$ cat src/rtl/pipelined_multiplier.sv
// Pipelined unsigned multiplier returning the low DATA_LEN bits of a*b.
// The b operand is consumed in slices, one slice per compute stage.
module pipelined_multiplier #(
    parameter int DATA_LEN       = 32,
    parameter int PIPELINE_STAGE = 2
) (
    input  logic                clk,
    input  logic                reset,
    input  logic [DATA_LEN-1:0] a,
    input  logic [DATA_LEN-1:0] b,
    output logic [DATA_LEN-1:0] result
);
    localparam int SLICE_W = (DATA_LEN + PIPELINE_STAGE - 1) / PIPELINE_STAGE;

    // Index 0 is the input register; index k feeds compute stage k.
    logic [DATA_LEN-1:0] a_r   [PIPELINE_STAGE];
    logic [DATA_LEN-1:0] b_r   [PIPELINE_STAGE];
    logic [DATA_LEN-1:0] sum_r [PIPELINE_STAGE];
    logic [DATA_LEN-1:0] term  [PIPELINE_STAGE];

    for (genvar k = 0; k < PIPELINE_STAGE; k++) begin : g_term
        localparam int OFF = k * SLICE_W;
        if (OFF < DATA_LEN) begin : g_live
            localparam int SW_K = (DATA_LEN - OFF < SLICE_W) ? DATA_LEN - OFF : SLICE_W;
            localparam logic [DATA_LEN-1:0] MASK = {DATA_LEN{1'b1}} >> (DATA_LEN - SW_K);
            // Multiplication in DATA_LEN context keeps only the low bits, which is all we need.
            assign term[k] = (a_r[k] << OFF) * ((b_r[k] >> OFF) & MASK);
        end else begin : g_empty
            // More stages than bits: trailing stages only pass the sum through.
            assign term[k] = '0;
        end
    end

    always_ff @(posedge clk) begin
        if (reset) begin
            for (int k = 0; k < PIPELINE_STAGE; k++) begin
                a_r[k]   <= '0;
                b_r[k]   <= '0;
                sum_r[k] <= '0;
            end
        end else begin
            a_r[0]   <= a;
            b_r[0]   <= b;
            sum_r[0] <= term[0];
            for (int k = 1; k < PIPELINE_STAGE; k++) begin
                a_r[k]   <= a_r[k-1];
                b_r[k]   <= b_r[k-1];
                sum_r[k] <= sum_r[k-1] + term[k];
            end
        end
    end

    assign result = sum_r[PIPELINE_STAGE-1];
endmodule

$ cat config.mk
export PLATFORM = sky130hd
export DESIGN_NAME = pipelined_multiplier
export DESIGN_NICKNAME = d
export VERILOG_FILES = /design/src/rtl/pipelined_multiplier.sv
export SDC_FILE = /design/constraint.sdc
export NUM_CORES = 1
export LEC_CHECK = 0
export CORE_MARGIN = 1.5
export CORE_UTILIZATION = 30
export DETAILED_ROUTE_END_ITERATION = 12
export SYNTH_ARGS = -nofsm -noshare
export SYNTH_HDL_FRONTEND = slang
export SYNTH_SLANG_ARGS = --single-unit
$ cat constraint.sdc
create_clock -name clk -period 8 [get_ports clk]
set_clock_uncertainty 0.05 [all_clocks]
set_input_delay 0.8 -clock clk [delete_from_list [all_inputs] [get_ports clk]]
set_output_delay 0.8 -clock clk [all_outputs]
set_load 0.01 [all_outputs]
Word-level counts from Yosys, hierarchy flattened
Memories as Yosys holds them, arrays and structs flattened. Cells that the tools add are included.

Register bits after elaboration: 0. RAM bits: 192. Bits of input ports: 66. Output and inout bits: 32. Word-level logic and storage cells: 21. Memories: 3.

Add/sub/neg operators: 1. Multipliers: 2. Muxes and demuxes: 9. Bitwise logic cells: 6.

Memories: a_r (depth 2, width 32, rd ports 2, clocked after Yosys merged registers in 0, wr ports 2, line 16) `logic [DATA_LEN-1:0] a_r [PIPELINE_STAGE];`; b_r (depth 2, width 32, rd ports 2, clocked after Yosys merged registers in 0, wr ports 2, line 17) `logic [DATA_LEN-1:0] b_r [PIPELINE_STAGE];`; sum_r (depth 2, width 32, rd ports 2, clocked after Yosys merged registers in 0, wr ports 2, line 18) `logic [DATA_LEN-1:0] sum_r [PIPELINE_STAGE];`.

Operator list (count): 32-bit 2-to-1 mux (6); 32-bit adder (1); 32-bit by 16-bit multiplier with 32-bit output (1); 16-bit by 16-bit multiplier with 16-bit output (1); 1-bit bitwise OR (6); 1-bit 2-to-1 mux (3).

Logic depth before layout (Yosys ltp)
An unclocked memory read counts as a cell.

Depth in word-level cells: 4. Gate-level depth with buffers: 28. Gate-level depth less buffers: 27.

Worst setup path after synthesis
OpenSTA, ideal clock, no wires.

Kind: reg2reg. From: mem b_r[1][17] (netlist: b_r[0][49]). To: mem sum_r[1][30] (netlist: sum_r[0][62]). Setup time: 0.121 ns. Data arrival time: 5.920 ns. Required time: 7.829 ns. Slack: 1.908 ns. Cell stages (with the launch flop): 25. Path buffers: 1. Period minus slack after synthesis: 6.092 ns. Cell sequence: dfxtp_1 clkbuf_1 and2_1 fa_1 inv_1 fa_1 inv_1 ha_1 fa_1 fa_1 inv_1 fa_1 inv_1 ha_1 o41ai_2 nor2b_1 nor2_1 xnor2_1 ha_1 nand3_1 o211ai_1 or2_2 a2111oi_2 nor3_1 mux2_4.

RTL lines (line): from (decl) (17); to (decl) (18).

==> results.py <==
metrics = {
    "sta": {
        "hold_ws_ns": 0.384,
        "fmax_mhz": 150,
        "rsz0062_at_grt": "false",
        "setup-tns-final_ns": 0,
        "slew_headroom_pct": 25.2,
        "worst_pin_slew_ns": 1.12,
        "setup_viol": 0,
        "min_period_over_period_pct": 83.3,
        "fin_crit_ns": 6.67,
        "setup_slack_ns": 1.33,
        "finalMaxSlewViolations": 0,
        "hold_viol_final": 0,
    },
    "synthesis": {
        "ys_async_sr_fraction_pct": 0,
        "yosysTopAreaCell": "fa_1",
        "synth.ff_latch_count": 160,
        "syn_area_mm2": 0.0204,
        "syn-num-nets": 2843,
        "yosysUniqueCellTypes": 57,
        "synth_edf_count": 0,
        "ys_seq_area_share_pct": 15.7,
        "ys_warn_count": 0,
        "synthFlopType": "dfxtp_1",
        "synthTopCellsByArea": "fa_1 38%, dfxtp_1 16%, inv_1 8.6%",
        "synth_top_area_share_pct": 37.8,
        "synthCells": 2262,
        "avgSynthCellArea_um2": 9.02,
    },
    "global_routing": {
        "grt_overflow": 0,
        "grt_pass1_vias": 14893,
        "grt_max_degree": 91,
        "grt.total_usage_pct": 15.0,
        "grt_pass1_wl_um": 81200,
        "antenna_found_initial": 0,
    },
    "power": {
        "peakVddDrop_mv": 0.144,
        "power.leakage_nw": 10.4,
        "power.density_mw_per_mm2": 156,
        "p_total_w": 0.00353,
    },
    "floorplan": {
        "dieArea_mm2": 0.0696,
        "die_w_um": 264,
        "ios": 98,
        "start_util_pct": 30.3,
        "core_area_mm2": 0.0673,
        "row_count": 95,
        "die_h_um": 264,
    },
    "worst_hold_path": {
        "holdCritPathClass": "flip-flop to flip-flop",
    },
    "route": {
        "dr.pass1.iters": 5,
        "finalWirelength_um": 50100,
        "wire_per_inst_um": 15.8,
        "via_per_inst": 4.43,
        "drc": 0,
        "via_count": 14043,
        "postRouteAntennaNets": 0,
        "drtIter0Drc": 842,
    },
    "setup_path": {
        "worst-path-buf-inv": 3,
        "r2r-end": "sum_r[0][28]",
        "crit_path_end": "sum_r[0][28]",
        "critPathLaunch": "b_r[0][10]",
        "path_depth": 19,
        "r2r_cells": 19,
        "cp.arrival_ns": 6.94,
        "required_ns": 8.27,
        "crit_path_end_kind": "flip-flop",
        "r2r_start": "b_r[0][10]",
        "worstSetupPathType": "flip-flop to flip-flop",
        "crit_path_max_incr_delay_ns": 1.07,
        "r2r_setup_slack_ns": 1.33,
        "cp_max_fo": 22,
        "crit_path_frequent_cell": "fa_1",
        "slowest_stage": "dfxtp_1",
        "critPathTopFamily": "adder cells",
        "crit_chain": "nand2_1 > fa_1 > inv_1 > fa_1 > fa_1 > fa_1 > fa_1 > inv_1 > fa_1 > inv_1 > ha_1 > a21o_1 > a21o_1 > a2111oi_0 > nor3_1 > o311ai_1 > a21oi_1 > xnor2_1 > nor2_1",
        "critPathLaunchType": "flip-flop",
    },
    "finish": {
        "num-nets-final": 2863,
        "final_cell_mix": "467 x inv_1, 385 x fa_1, 350 x nand2_1",
        "antenna_cells": 0,
        "drive_above_1_share_pct": 3.62,
        "syn_to_final_growth_pct": 11.0,
        "final_common_cell": "inv_1",
        "stdcell_count": 3168,
        "fill_cells": 6980,
    },
    "clock_network": {
        "numClockSinks": 160,
        "postCtsHoldBufs": 0,
        "cts_inserted_buffers": 17,
        "clkLatencyLatePin_ns": 0.48,
        "h-tree-depth": 4,
        "tritoncts": "done",
        "cts_buffer_depth": 2,
        "clkSlewWorstSetupHoldPaths_ns": 0.08,
        "cts-root-buf": "clkbuf_16",
        "cts_resized": 0,
        "post_cts_buffers": 0,
    },
    "placement": {
        "gp_congestion": 0.842,
        "dpl.hpwl_um": 40100,
        "place.port_buffers": 97,
        "place_ws_ns": 1.37,
        "dp.cells": 3136,
    },
    "outcome": {
        "status": "finished, final reports clean",
    },
    "job": {
        "maxCapViolCount": 0,
    },
}
[through the flow]
step	util [%]	instance area (µm²)
4_1_cts	33.7	22700
6_report	33.7	22700
2_1_floorplan	-	20400
5_1_grt	33.7	22700
3_5_place_dp	32.8	22100
3_3_place_gp	32.8	22100
[how the worst min path moves through the flow]
stage	startpoint	endpoint	slack, ns	cells after the start
2_1_floorplan	b_r[0][16]	b_r[0][48]	0.36	1
3_3_place_gp	b_r[0][27]	b_r[0][59]	0.37	1
3_5_place_dp	b_r[0][30]	b_r[0][62]	0.37	1
4_1_cts	b_r[0][30]	b_r[0][62]	0.39	1
5_1_grt	b_r[0][29]	b_r[0][61]	0.40	1
6_report	b_r[0][30]	b_r[0][62]	0.38	1
[logic make-up after synthesis]
family	Yosys count	synth area share [%]
adder cells (fa/ha/maj)	515	45.7
AND/OR/NAND/NOR	782	18.8
buffers and inverters	591	11.5
multiplexers	1	0.0736
flip-flops	160	15.7
AO/OA/AOI/OAI	115	3.82
XOR/XNOR	98	4.31
[Yosys cell counts, types with 2 or more instances]
| cell type | number |
|---|---|
| nand2_2 | 3 |
| nand2b_1 | 3 |
| and2_2 | 7 |
| o21ai_1 | 7 |
| a2111oi_0 | 4 |
| a21oi_1 | 33 |
| clkbuf_1 | 87 |
| o31ai_1 | 2 |
| xnor2_1 | 70 |
| a31oi_1 | 3 |
| dfxtp_1 | 160 |
| a21o_1 | 13 |
| and2_1 | 190 |
| o21a_1 | 5 |
| o2111ai_1 | 2 |
| nor2_1 | 58 |
| o21ai_0 | 17 |
| a211oi_1 | 7 |
| nand3_1 | 12 |
| buf_2 | 2 |
| xor2_1 | 26 |
| buf_1 | 2 |
| nor3_1 | 18 |
| nand2_1 | 350 |
| ha_1 | 130 |
| o31ai_2 | 2 |
| fa_1 | 385 |
| o211ai_1 | 2 |
| nor2b_1 | 129 |
| inv_1 | 467 |
| a21oi_2 | 2 |
| or3_1 | 5 |
| and3_1 | 4 |
| buf_4 | 32 |
[where the power goes]
group	total [W]	switching, W	leakage (nW)	internal [W]
combinational	0.00170	0.000977	8.86	0.000725
clock	0.000800	0.000387	0.268	0.000413
sequential	0.00102	0.000115	1.32	0.000908
total	0.00353	0.00148	10.4	0.00205
[registers in the layout (all words and copies together) (netlist names)]
signal / cells
a_r: 48
b_r: 48
sum_r: 64
[worst reg2reg max path: stages (launching register included)]
cell       delay, ns
dfxtp_1         1.07
nand2_1         0.19
fa_1            0.59
inv_1           0.05
fa_1            0.54
fa_1            0.43
fa_1            0.46
fa_1            0.49
inv_1           0.05
fa_1            0.47
inv_1           0.05
ha_1            0.34
a21o_1          0.18
a21o_1          0.18
a2111oi_0       0.45
nor3_1          0.18
o311ai_1        0.40
a21oi_1         0.14
xnor2_1         0.15
nor2_1          0.06
[area by class of cell]
cell class	count	area (µm²)	area share [%]
clock buffers	18	429	1.89
clock inverters	14	145	0.641
inverters	467	1750	7.74
multi-input cells	1511	14900	65.6
flip-flops and latches	160	3200	14.1
well taps	873	1090	4.82
repair buffers	125	1180	5.20
[metal layers]
metal  up-vias  GRT usage (%)  wire length [µm]
met4         0           4.18              1060
li1       6606              -                 -
met2       366           24.7             23600
met5         -              0                 0
met1      7011           20.2             22600
met3        60           2.84              2810
No activity file was read; power rests on OpenSTA's default activity.
